`src/rtl/mem_port_arbiter.sv`:
```
// Round-robin arbiter sharing one single-ported 64-bit RAM between the fetch and load/store requesters.
// One transaction at a time: IDLE (grant) -> ACCESS (RD_LATENCY cycles) -> RESP (one-cycle ack).
module mem_port_arbiter #(
    parameter int ADDR_W     = 32,
    parameter int RD_LATENCY = 1
) (
    input  logic              clk,
    input  logic              reset,
    input  logic              i_req,
    input  logic [ADDR_W-1:0] i_addr,
    output logic              i_ack,
    output logic [31:0]       i_rdata,
    input  logic              d_req,
    input  logic              d_we,
    input  logic [ADDR_W-1:0] d_addr,
    input  logic [63:0]       d_wdata,
    output logic              d_ack,
    output logic [63:0]       d_rdata,
    output logic [ADDR_W-1:0] mem_addr,
    output logic [63:0]       mem_wdata,
    output logic              mem_we,
    input  logic [63:0]       mem_rdata,
    output logic              busy
);

    localparam int CNT_W = (RD_LATENCY > 1) ? $clog2(RD_LATENCY) : 1;
    localparam logic [CNT_W-1:0] CNT_LOAD = CNT_W'(RD_LATENCY - 1);

    typedef enum logic [1:0] {
        IDLE   = 2'd0,
        ACCESS = 2'd1,
        RESP   = 2'd2
    } state_t;

    state_t           state_reg;
    logic [CNT_W-1:0] cnt_reg;
    logic             last_data_reg;
    logic             gnt_data_reg;
    logic             store_reg;
    logic             sel_reg;
    logic             grant_data;

    // Data wins when it is the only requester, or on contention when fetch was served last.
    assign grant_data = d_req & (~i_req | ~last_data_reg);
    assign busy       = (state_reg != IDLE);

    always_ff @(posedge clk or negedge reset) begin
        if (!reset) begin
            state_reg     <= IDLE;
            cnt_reg       <= '0;
            last_data_reg <= 1'b1;
            gnt_data_reg  <= 1'b0;
            store_reg     <= 1'b0;
            sel_reg       <= 1'b0;
            i_ack         <= 1'b0;
            d_ack         <= 1'b0;
            i_rdata       <= '0;
            d_rdata       <= '0;
            mem_addr      <= '0;
            mem_wdata     <= '0;
            mem_we        <= 1'b0;
        end else begin
            case (state_reg)
                IDLE: begin
                    if (i_req || d_req) begin
                        gnt_data_reg <= grant_data;
                        if (i_req && d_req) begin
                            last_data_reg <= grant_data;
                        end
                        sel_reg   <= i_addr[2];
                        cnt_reg   <= CNT_LOAD;
                        state_reg <= ACCESS;
                        if (grant_data) begin
                            mem_addr  <= d_addr;
                            mem_wdata <= d_wdata;
                            mem_we    <= d_we;
                            store_reg <= d_we;
                        end else begin
                            mem_addr  <= i_addr;
                            mem_we    <= 1'b0;
                            store_reg <= 1'b0;
                        end
                    end
                end
                ACCESS: begin
                    // The write strobe only covers the first ACCESS cycle.
                    mem_we <= 1'b0;
                    if (cnt_reg != '0) begin
                        cnt_reg <= cnt_reg - CNT_W'(1);
                    end else begin
                        state_reg <= RESP;
                        if (gnt_data_reg) begin
                            d_ack <= 1'b1;
                            if (!store_reg) begin
                                d_rdata <= mem_rdata;
                            end
                        end else begin
                            i_ack   <= 1'b1;
                            i_rdata <= sel_reg ? mem_rdata[63:32] : mem_rdata[31:0];
                        end
                    end
                end
                RESP: begin
                    i_ack     <= 1'b0;
                    d_ack     <= 1'b0;
                    state_reg <= IDLE;
                end
                default: begin
                    state_reg <= IDLE;
                end
            endcase
        end
    end

endmodule
```
`config.mk`:
```
export PLATFORM = sky130hd
export DESIGN_NAME = mem_port_arbiter
export DESIGN_NICKNAME = d
export VERILOG_FILES = /design/src/rtl/mem_port_arbiter.sv
export SDC_FILE = /design/constraint.sdc
export NUM_CORES = 1
export LEC_CHECK = 0
export ABC_AREA = 1
export CAP_MARGIN = 20
export CORE_MARGIN = 5
export CORE_UTILIZATION = 42
export CTS_CLUSTER_DIAMETER = 100
export DETAILED_ROUTE_END_ITERATION = 8
export HOLD_SLACK_MARGIN = 0.02
export MAX_ROUTING_LAYER = met4
export PLACE_DENSITY = 0.77
export SLEW_MARGIN = 20
export SYNTH_ARGS = -nofsm -noshare
export SYNTH_HDL_FRONTEND = slang
export SYNTH_SLANG_ARGS = --single-unit
export TNS_END_PERCENT = 100
```
`constraint.sdc`:
```
create_clock -name clk -period 1.8 [get_ports clk]
set_clock_uncertainty 0.15 [all_clocks]
set_input_delay 0.54 -clock clk [delete_from_list [all_inputs] [get_ports clk]]
set_output_delay 0.54 -clock clk [all_outputs]
set_load 0.02 [all_outputs]
```
==> summary.md, run 1 <==
| Metric | Value |
|---|---|
| Status | `finished with violations` |
| Failing checks | `setup timing` |
| Tmin final | `1.832 ns` |
| Clk_lat worst skew | `0.50 ns` |
| Peak VDD IR | `0.0007334 V` |
| Worst slew pin tran | `0.3642 ns` |
| First-pass GRT wire length | `47.38 mm` |
| CTS Root Buffer Type | `clkbuf_16` |
| CTS tree | `built` |
| Hold path startpoint | `mem_wdata[40]` |
| Mapped cell area | `0.008855 sq mm` |
| CP Capture Type | `output pin` |
| Post-synthesis xor/xnor area fraction | `0%` |
| Clk buf depth | `3` |
| DR DRC count | `0` |
| Largest net degree at the start of global routing | `66` |
| Post-Route WL | `30.68 mm` |
| WL met3 | `2.898 mm` |
| Final core utilization | `62.89%` |
| Leakage power | `7.248 nW` |
| I/O pins | `393` |
| Total global routing overflow | `0` |
| Synth cell types | `19` |
| CTS buffer count | `22` |
| DR iter-0 viols | `532` |
| Final-report max-slew violation count | `0` |
| Clock power share | `19.5%` |
| Die width | `155.2 um` |
| Die height | `155.2 um` |
| Rows | `53` |
| Slew headroom | `75.72%` |
| Final hold vios | `0` |
| Final setup viols | `1` |
| GPL Wtd Cong | `0.8749` |
| DP Wirelength | `22.22 mm` |
| Syn Area/Cell | `8.013 sq um` |
| HP Class | `reg2reg` |
| Layout cells sized above 1 | `19.60%` |
| Vias per inst | `4.920` |
| Synth-to-Final Area Change | `48.37%` |
| Post-DRT Antenna Nets | `0` |
| First-pass DRT Iterations | `6` |
| Worst-path fanout max | `2` |
| Leading registers by flop count | `d_rdata: 64 flops, mem_wdata: 64 flops` |
| Max_cap viols | `0` |
| Sw Share | `43.97%` |
| Avg WL per Cell | `17.14 um` |
| Clock Sinks | `201` |
| Number of global-route vias before repair | `8,792` |
| Overall Global Routing Usage | `25.22%` |
| Diodes inserted | `0` |
| Required time of the critical path | `1.11 ns` |
| Sequential power share | `33.0%` |
| Final instance area | `0.01314 sq mm` |
| RSZ-0062 raised after global routing | `true` |
| Port Buf Inserts | `392` |
| Final worst slack | `-0.03165 ns` |
| Clk slew on worst S/H paths | `0.06 ns` |
| Post-synthesis sequential area ratio | `56.82%` |
| Worst R2R Path Depth | `6` |
| Period utilization | `101.8%` |
| Number of synthesized register bits | `201` |
| H-tree Lvls | `1` |
| Pwr/cell area | `1843 mW/mm^2` |
| FMAX | `0.5460 GHz` |
| Multiplexer share of the synthesized area | `0%` |
| Vias | `8,807` |
| Worst hold endpoint | `mem_wdata[40]` |
| Worst Hold Depth | `2` |
| Worst reg-to-reg setup slack | `0.21 ns` |
| Initial antenna violation count | `0` |
| Placed cell areas | `0.01327 sq mm` |
| Startpoint Class | `register` |
| Critical path class | `reg2out` |
| Gate Count Post-Synth | `1,105` |
| Post-Synth Simple-Gate Area | `32.51%` |
| Area of the core | `0.02089 sq mm` |
| Ys Warns | `0` |
| FF-to-FF Start | `state_reg[0]` |
| Pint | `13.57 mW` |
| Adder-Cell Fraction of Synth Area | `0%` |
| Nets | `1,697` |
| Main combinational cell family by area after synthesis | `simple AND/OR/NAND/NOR gates` |
| Wl on met1 | `11.92 mm` |
| Data arrival, critical path | `1.14 ns` |
| Initial Utilization | `42.39%` |
| Synth Net Count | `1,302` |
| Synth Area in Compound Gates | `2.162%` |
| Routed wl met2 | `14.52 mm` |
| Die ar. | `0.02409 sq mm` |
| DR top layer | `met4` |
| Combinational group share of total power | `47.5%` |
| Worst reg2reg path endpoint | `d_rdata[6]` |
| Switching Power | `10.65 mW` |
layout by cell type, fill, tap and decap left out, types with 3 or more instances in the layout:
| cell | count |
|---|---|
| nand2_1 | 489 |
| dfrtp_1 | 199 |
| nand3_1 | 195 |
| clkdlybuf4s50_1 | 195 |
| buf_2 | 191 |
| inv_1 | 99 |
| o21ai_0 | 35 |
| buf_4 | 35 |
| clkbuf_16 | 23 |
| buf_12 | 15 |
| clkinv_2 | 5 |
| inv_2 | 4 |
| clkbuf_8 | 4 |
| nor2_4 | 3 |
| nand2_2 | 3 |
| clkbuf_1 | 3 |
| bufinv_16 | 3 |
| buf_6 | 3 |
synth_stat cells:
| cell | n | share of area [%] |
|---|---|---|
| nand2_4 | 1 | 0.13 |
| nor2_4 | 1 | 0.13 |
| clkbuf_1 | 12 | 0.51 |
| buf_6 | 1 | 0.13 |
| buf_4 | 13 | 1.1 |
| inv_2 | 2 | 0.085 |
| o21ai_2 | 1 | 0.099 |
| dfstp_2 | 1 | 0.30 |
| o21a_1 | 1 | 0.085 |
| nand2_2 | 3 | 0.21 |
| o21ai_0 | 35 | 2.0 |
| buf_1 | 6 | 0.25 |
| dfrtp_1 | 200 | 57 |
| nor2_2 | 3 | 0.21 |
| inv_1 | 101 | 4.3 |
| buf_2 | 38 | 2.1 |
| nand3_1 | 195 | 11 |
| nor2_1 | 1 | 0.042 |
| nand2_1 | 490 | 21 |
worst max path at each step:
| stage | from | slack [ns] | endpoint | cells after the start |
|---|---|---|---|---|
| CTS | state_reg[0] | -0.06 | busy | 3 |
| global placement | d_req | -0.29 | mem_addr[0] | 7 |
| floorplan | d_req | 0.25 | mem_wdata[14] | 8 |
| finish | state_reg[0] | -0.03 | busy | 3 |
| detailed placement | d_req | -0.33 | mem_addr[12] | 7 |
| global route | state_reg[0] | -0.08 | busy | 3 |
repair_timing:
action	in CTS	in global routing
hold endpoints to repair	26	0
pin swaps	1	0
resized for setup	793	4
cloned	0	0
buffers inserted	2	4
hold buffers	1	0
setup endpoints to repair	196	7
critical path: stages, from the launching register on:
cell,delay [ns]
dfrtp_1,0.39
inv_2,0.08
nand2_4,0.06
buf_6,0.13
cells by family (layout without fill, tap and decap cells):
logic type             after synthesis  after routing
and+or+nand+nor                    694            694
DFF                                201            201
buffers and inverters              173            583
AOI/OAI and AO/OA                   37             37
through the flow:
| stage | cells | setup WS [ns] | hold slack [ns] | power [mW] | TNS [ns] |
|---|---|---|---|---|---|
| 6_report | 1790 | -0.03165 | 0.3144 | 24.22 | -0.03165 |
| 3_5_place_dp | 1744 | -0.3303 | 0.3071 | 21.51 | -27.31 |
| 2_1_floorplan | 1105 | 0.2498 | 0.09441 | 14.62 | 0 |
| 3_3_place_gp | 1744 | -0.2920 | 0.3025 | 21.26 | -24.52 |
| 5_1_grt | 1790 | -0.07870 | 0.3288 | 25.83 | -0.09743 |
| 4_1_cts | 1786 | -0.05540 | 0.3173 | 24.35 | -0.05915 |
power groups by stage:
| stage | sequential [mW] | clock (mW) | combinational [mW] |
|---|---|---|---|
| global route | 8.28 | 5.01 | 12.5 |
| finish | 8.00 | 4.71 | 11.5 |
| detailed placement | 8.06 | 0 | 13.5 |
| floorplan | 10.5 | 0 | 4.13 |
| CTS | 7.98 | 4.82 | 11.6 |
| global placement | 8.04 | 0 | 13.2 |
layer usage:
layer  vias up  global-route usage (%)
met2       463                   40.19
met1      4054                   31.38
met3        92                   5.758
met5         -                       -
met4         0                   10.09
li1       4198                       -
layout make-up:
type | instances | area, sq um
Fill cell | 1863 | 7751
Sequential cell | 201 | 5032
Timing Repair Buffer | 441 | 3528
Multi-Input combinational cell | 731 | 3088
Clock buffer | 29 | 628.1
Inverter | 103 | 386.6
Tap cell | 275 | 344.1
Clock inverter | 10 | 130.1
Power figures use the tool's default switching activity.
==> run 2, diff against run 1 <==
--- a/config.mk
+++ b/config.mk
@@ -11,9 +11,10 @@
 export CORE_UTILIZATION = 42
 export CTS_CLUSTER_DIAMETER = 100
 export DETAILED_ROUTE_END_ITERATION = 8
-export HOLD_SLACK_MARGIN = 0.02
+export HOLD_SLACK_MARGIN = 0.15
 export MAX_ROUTING_LAYER = met4
 export PLACE_DENSITY = 0.77
+export SKIP_CTS_REPAIR_TIMING = 1
 export SLEW_MARGIN = 20
 export SYNTH_ARGS = -nofsm -noshare
 export SYNTH_HDL_FRONTEND = slang
==> summary.md, run 2 (synthesis results as in run 1) <==
| Metric | Value |
|---|---|
| Hold path startpoint | `d_rdata[10]` |
| HP Class | `reg2reg` |
| Diodes inserted | `0 (unchanged)` |
| Vias | `8,750 (-0.65%)` |
| H-tree Lvls | `1 (unchanged)` |
| Final-report max-slew violation count | `0 (unchanged)` |
| Worst Hold Depth | `2 (unchanged)` |
| Worst slew pin tran | `0.3562 ns (-0.007962 ns)` |
| Post-Route WL | `30.75 mm (+0.23%)` |
| Post-layout power | `24.21 mW (about the same)` |
| Worst reg2reg path endpoint | `d_rdata[6]` |
| Total global routing overflow | `0 (unchanged)` |
| Worst hold endpoint | `d_rdata[10]` |
| Die width | `155.2 um (unchanged)` |
| CTS Root Buffer Type | `clkbuf_16` |
| Critical path class | `reg2out` |
| FF-to-FF Start | `state_reg[0]` |
| Layout cells sized above 1 | `19.10% (-0.50 points)` |
| Period utilization | `106.9% (+5.1 points)` |
| Die height | `155.2 um (unchanged)` |
| DR iter-0 viols | `529 (-0.56%)` |
| First-pass DRT Iterations | `5 (-1)` |
| Clk slew on worst S/H paths | `0.06 ns (about the same)` |
| Worst-path fanout max | `2 (unchanged)` |
| Clk_lat worst skew | `0.50 ns (about the same)` |
| Initial Utilization | `42.39% (unchanged)` |
| Worst hold margin | `0.3154 ns (+0.001003 ns)` |
| Nets | `1,695 (-0.12%)` |
| Status | `finished with violations` |
| Final setup viols | `1 (unchanged)` |
| GPL Wtd Cong | `0.8749 (unchanged)` |
| Initial antenna violation count | `0 (unchanged)` |
| Commonest non-fill, non-tap cell in the layout | `nand2_1` |
| Final worst slack | `-0.1235 ns (-0.09186 ns)` |
| RSZ-0062 raised after global routing | `true` |
| Fin Setup TNS | `-0.1235 ns (-0.09186 ns)` |
| DR DRC count | `0 (unchanged)` |
| Overall Global Routing Usage | `25.31% (+0.092 points)` |
| I/O pins | `393 (unchanged)` |
| Data arrival, critical path | `1.23 ns (+0.09 ns)` |
| Slew headroom | `76.25% (+0.53 points)` |
| Leakage power | `7.263 nW (+0.20%)` |
| Rows | `53 (unchanged)` |
| Die ar. | `0.02409 sq mm (unchanged)` |
| Required time of the critical path | `1.11 ns (about the same)` |
| Tmin final | `1.924 ns (+0.09186 ns)` |
| Failing checks | `setup timing` |
| Leading registers by flop count | `d_rdata: 64 flops, mem_wdata: 64 flops` |
| Worst reg-to-reg setup slack | `0.23 ns (+0.02 ns)` |
| Peak VDD IR | `0.0007344 V (+0.15%)` |
| Synth-to-Final Area Change | `48.41% (about the same)` |
| Largest net degree at the start of global routing | `66 (unchanged)` |
| CTS buffer count | `22 (unchanged)` |
| Clk buf depth | `3 (unchanged)` |
| Final hold vios | `0 (unchanged)` |
| Pwr/cell area | `1842 mW/mm^2 (about the same)` |
| Area of the core | `0.02089 sq mm (unchanged)` |
| Avg WL per Cell | `17.20 um (+0.35%)` |
| First-pass GRT wire length | `47.49 mm (+0.25%)` |
| CP Capture Type | `output pin` |
| Vias per inst | `4.894 (-0.54%)` |
| CTS tree | `built` |
| Startpoint Class | `register` |
| Number of global-route vias before repair | `8,785 (-0.080%)` |
| Clock Sinks | `201 (unchanged)` |
| DP Wirelength | `22.22 mm (unchanged)` |
| Post-DRT Antenna Nets | `0 (unchanged)` |
| Worst R2R Path Depth | `6 (unchanged)` |
| FMAX | `0.5199 GHz (-4.8%)` |
| Max_cap viols | `0 (unchanged)` |
| Most frequent cells in the layout | `490 x nand2_1, 199 x dfrtp_1, 195 x nand3_1, 195 x clkdlybuf4s50_1, 185 x clkbuf_2` |
| Port Buf Inserts | `392 (unchanged)` |
| Filler cell count | `1,869 (+0.32%)` |
## run 2: changes by cell type in the layout (fill, tap and decap cells not counted)
| cell | previous run | this run |
|---|---|---|
| nand2_1 | 489 | 490 |
| buf_6 | 3 | 2 |
| buf_2 | 191 | 2 |
| inv_2 | 4 | 3 |
| dlymetal6s2s_1 | 0 | 4 |
| buf_4 | 35 | 34 |
| clkbuf_2 | 0 | 185 |
| nand2_4 | 2 | 1 |
| inv_1 | 99 | 100 |
## run 2: area by class of cell
class,instances,area (sq um),share of cell area (%)
well taps,275,344.1,2.618
multi-input cells,731,3080,23.44
clock buffers,29,628.1,4.780
inverters,103,386.6,2.942
flip-flops and latches,201,5032,38.29
clock inverters,10,130.1,0.9902
repair buffers,439,3540,26.94
## run 2: power breakdown
| part | internal, mW | switching (mW) | total [mW] |
|---|---|---|---|
| clock network | 2.88 | 1.83 | 4.72 |
| logic | 3.88 | 7.54 | 11.4 |
| registers | 6.74 | 1.33 | 8.07 |
| total | 13.5 | 10.7 | 24.2 |
## run 2: worst max path at each step
stage               slack (ns)    startpoint            end  cells past startpoint
detailed placement       -0.33         d_req   mem_addr[12]                      7
finish                   -0.12  state_reg[1]           busy                      3
global placement         -0.29         d_req    mem_addr[0]                      7
global route             -0.22  state_reg[0]           busy                      3
CTS                      -0.61  state_reg[1]           busy                      3
floorplan                 0.25         d_req  mem_wdata[14]                      8
## run 2: worst max-delay path, cell delays in order (launching register included)
cell and delay (ns):
dfrtp_1 0.39, inv_2 0.06, nand2_1 0.11, buf_2 0.19
## run 2: layer usage
metal	wire length [um]	vias up	track usage [%]	part of all wire, %
met1	12000	4038	31.33	39
met3	2869	93	6.398	9.3
met5	0	-	-	0
met2	14520	426	40.22	47
li1	-	4193	-	-
met4	1370	0	9.837	4.5
## run 2: per-stage QoR
stage / area [sq um] / util [%] / std cells / setup WS (ns)
3_5_place_dp: 13270 / 63.53 / 1744 / -0.3303
2_1_floorplan: 8855 / - / 1105 / 0.2498
4_1_cts: 14030 / 67.16 / 1783 / -0.6079
3_3_place_gp: 13270 / 63.53 / 1744 / -0.2920
5_1_grt: 13140 / 62.91 / 1788 / -0.2152
6_report: 13140 / 62.91 / 1788 / -0.1235
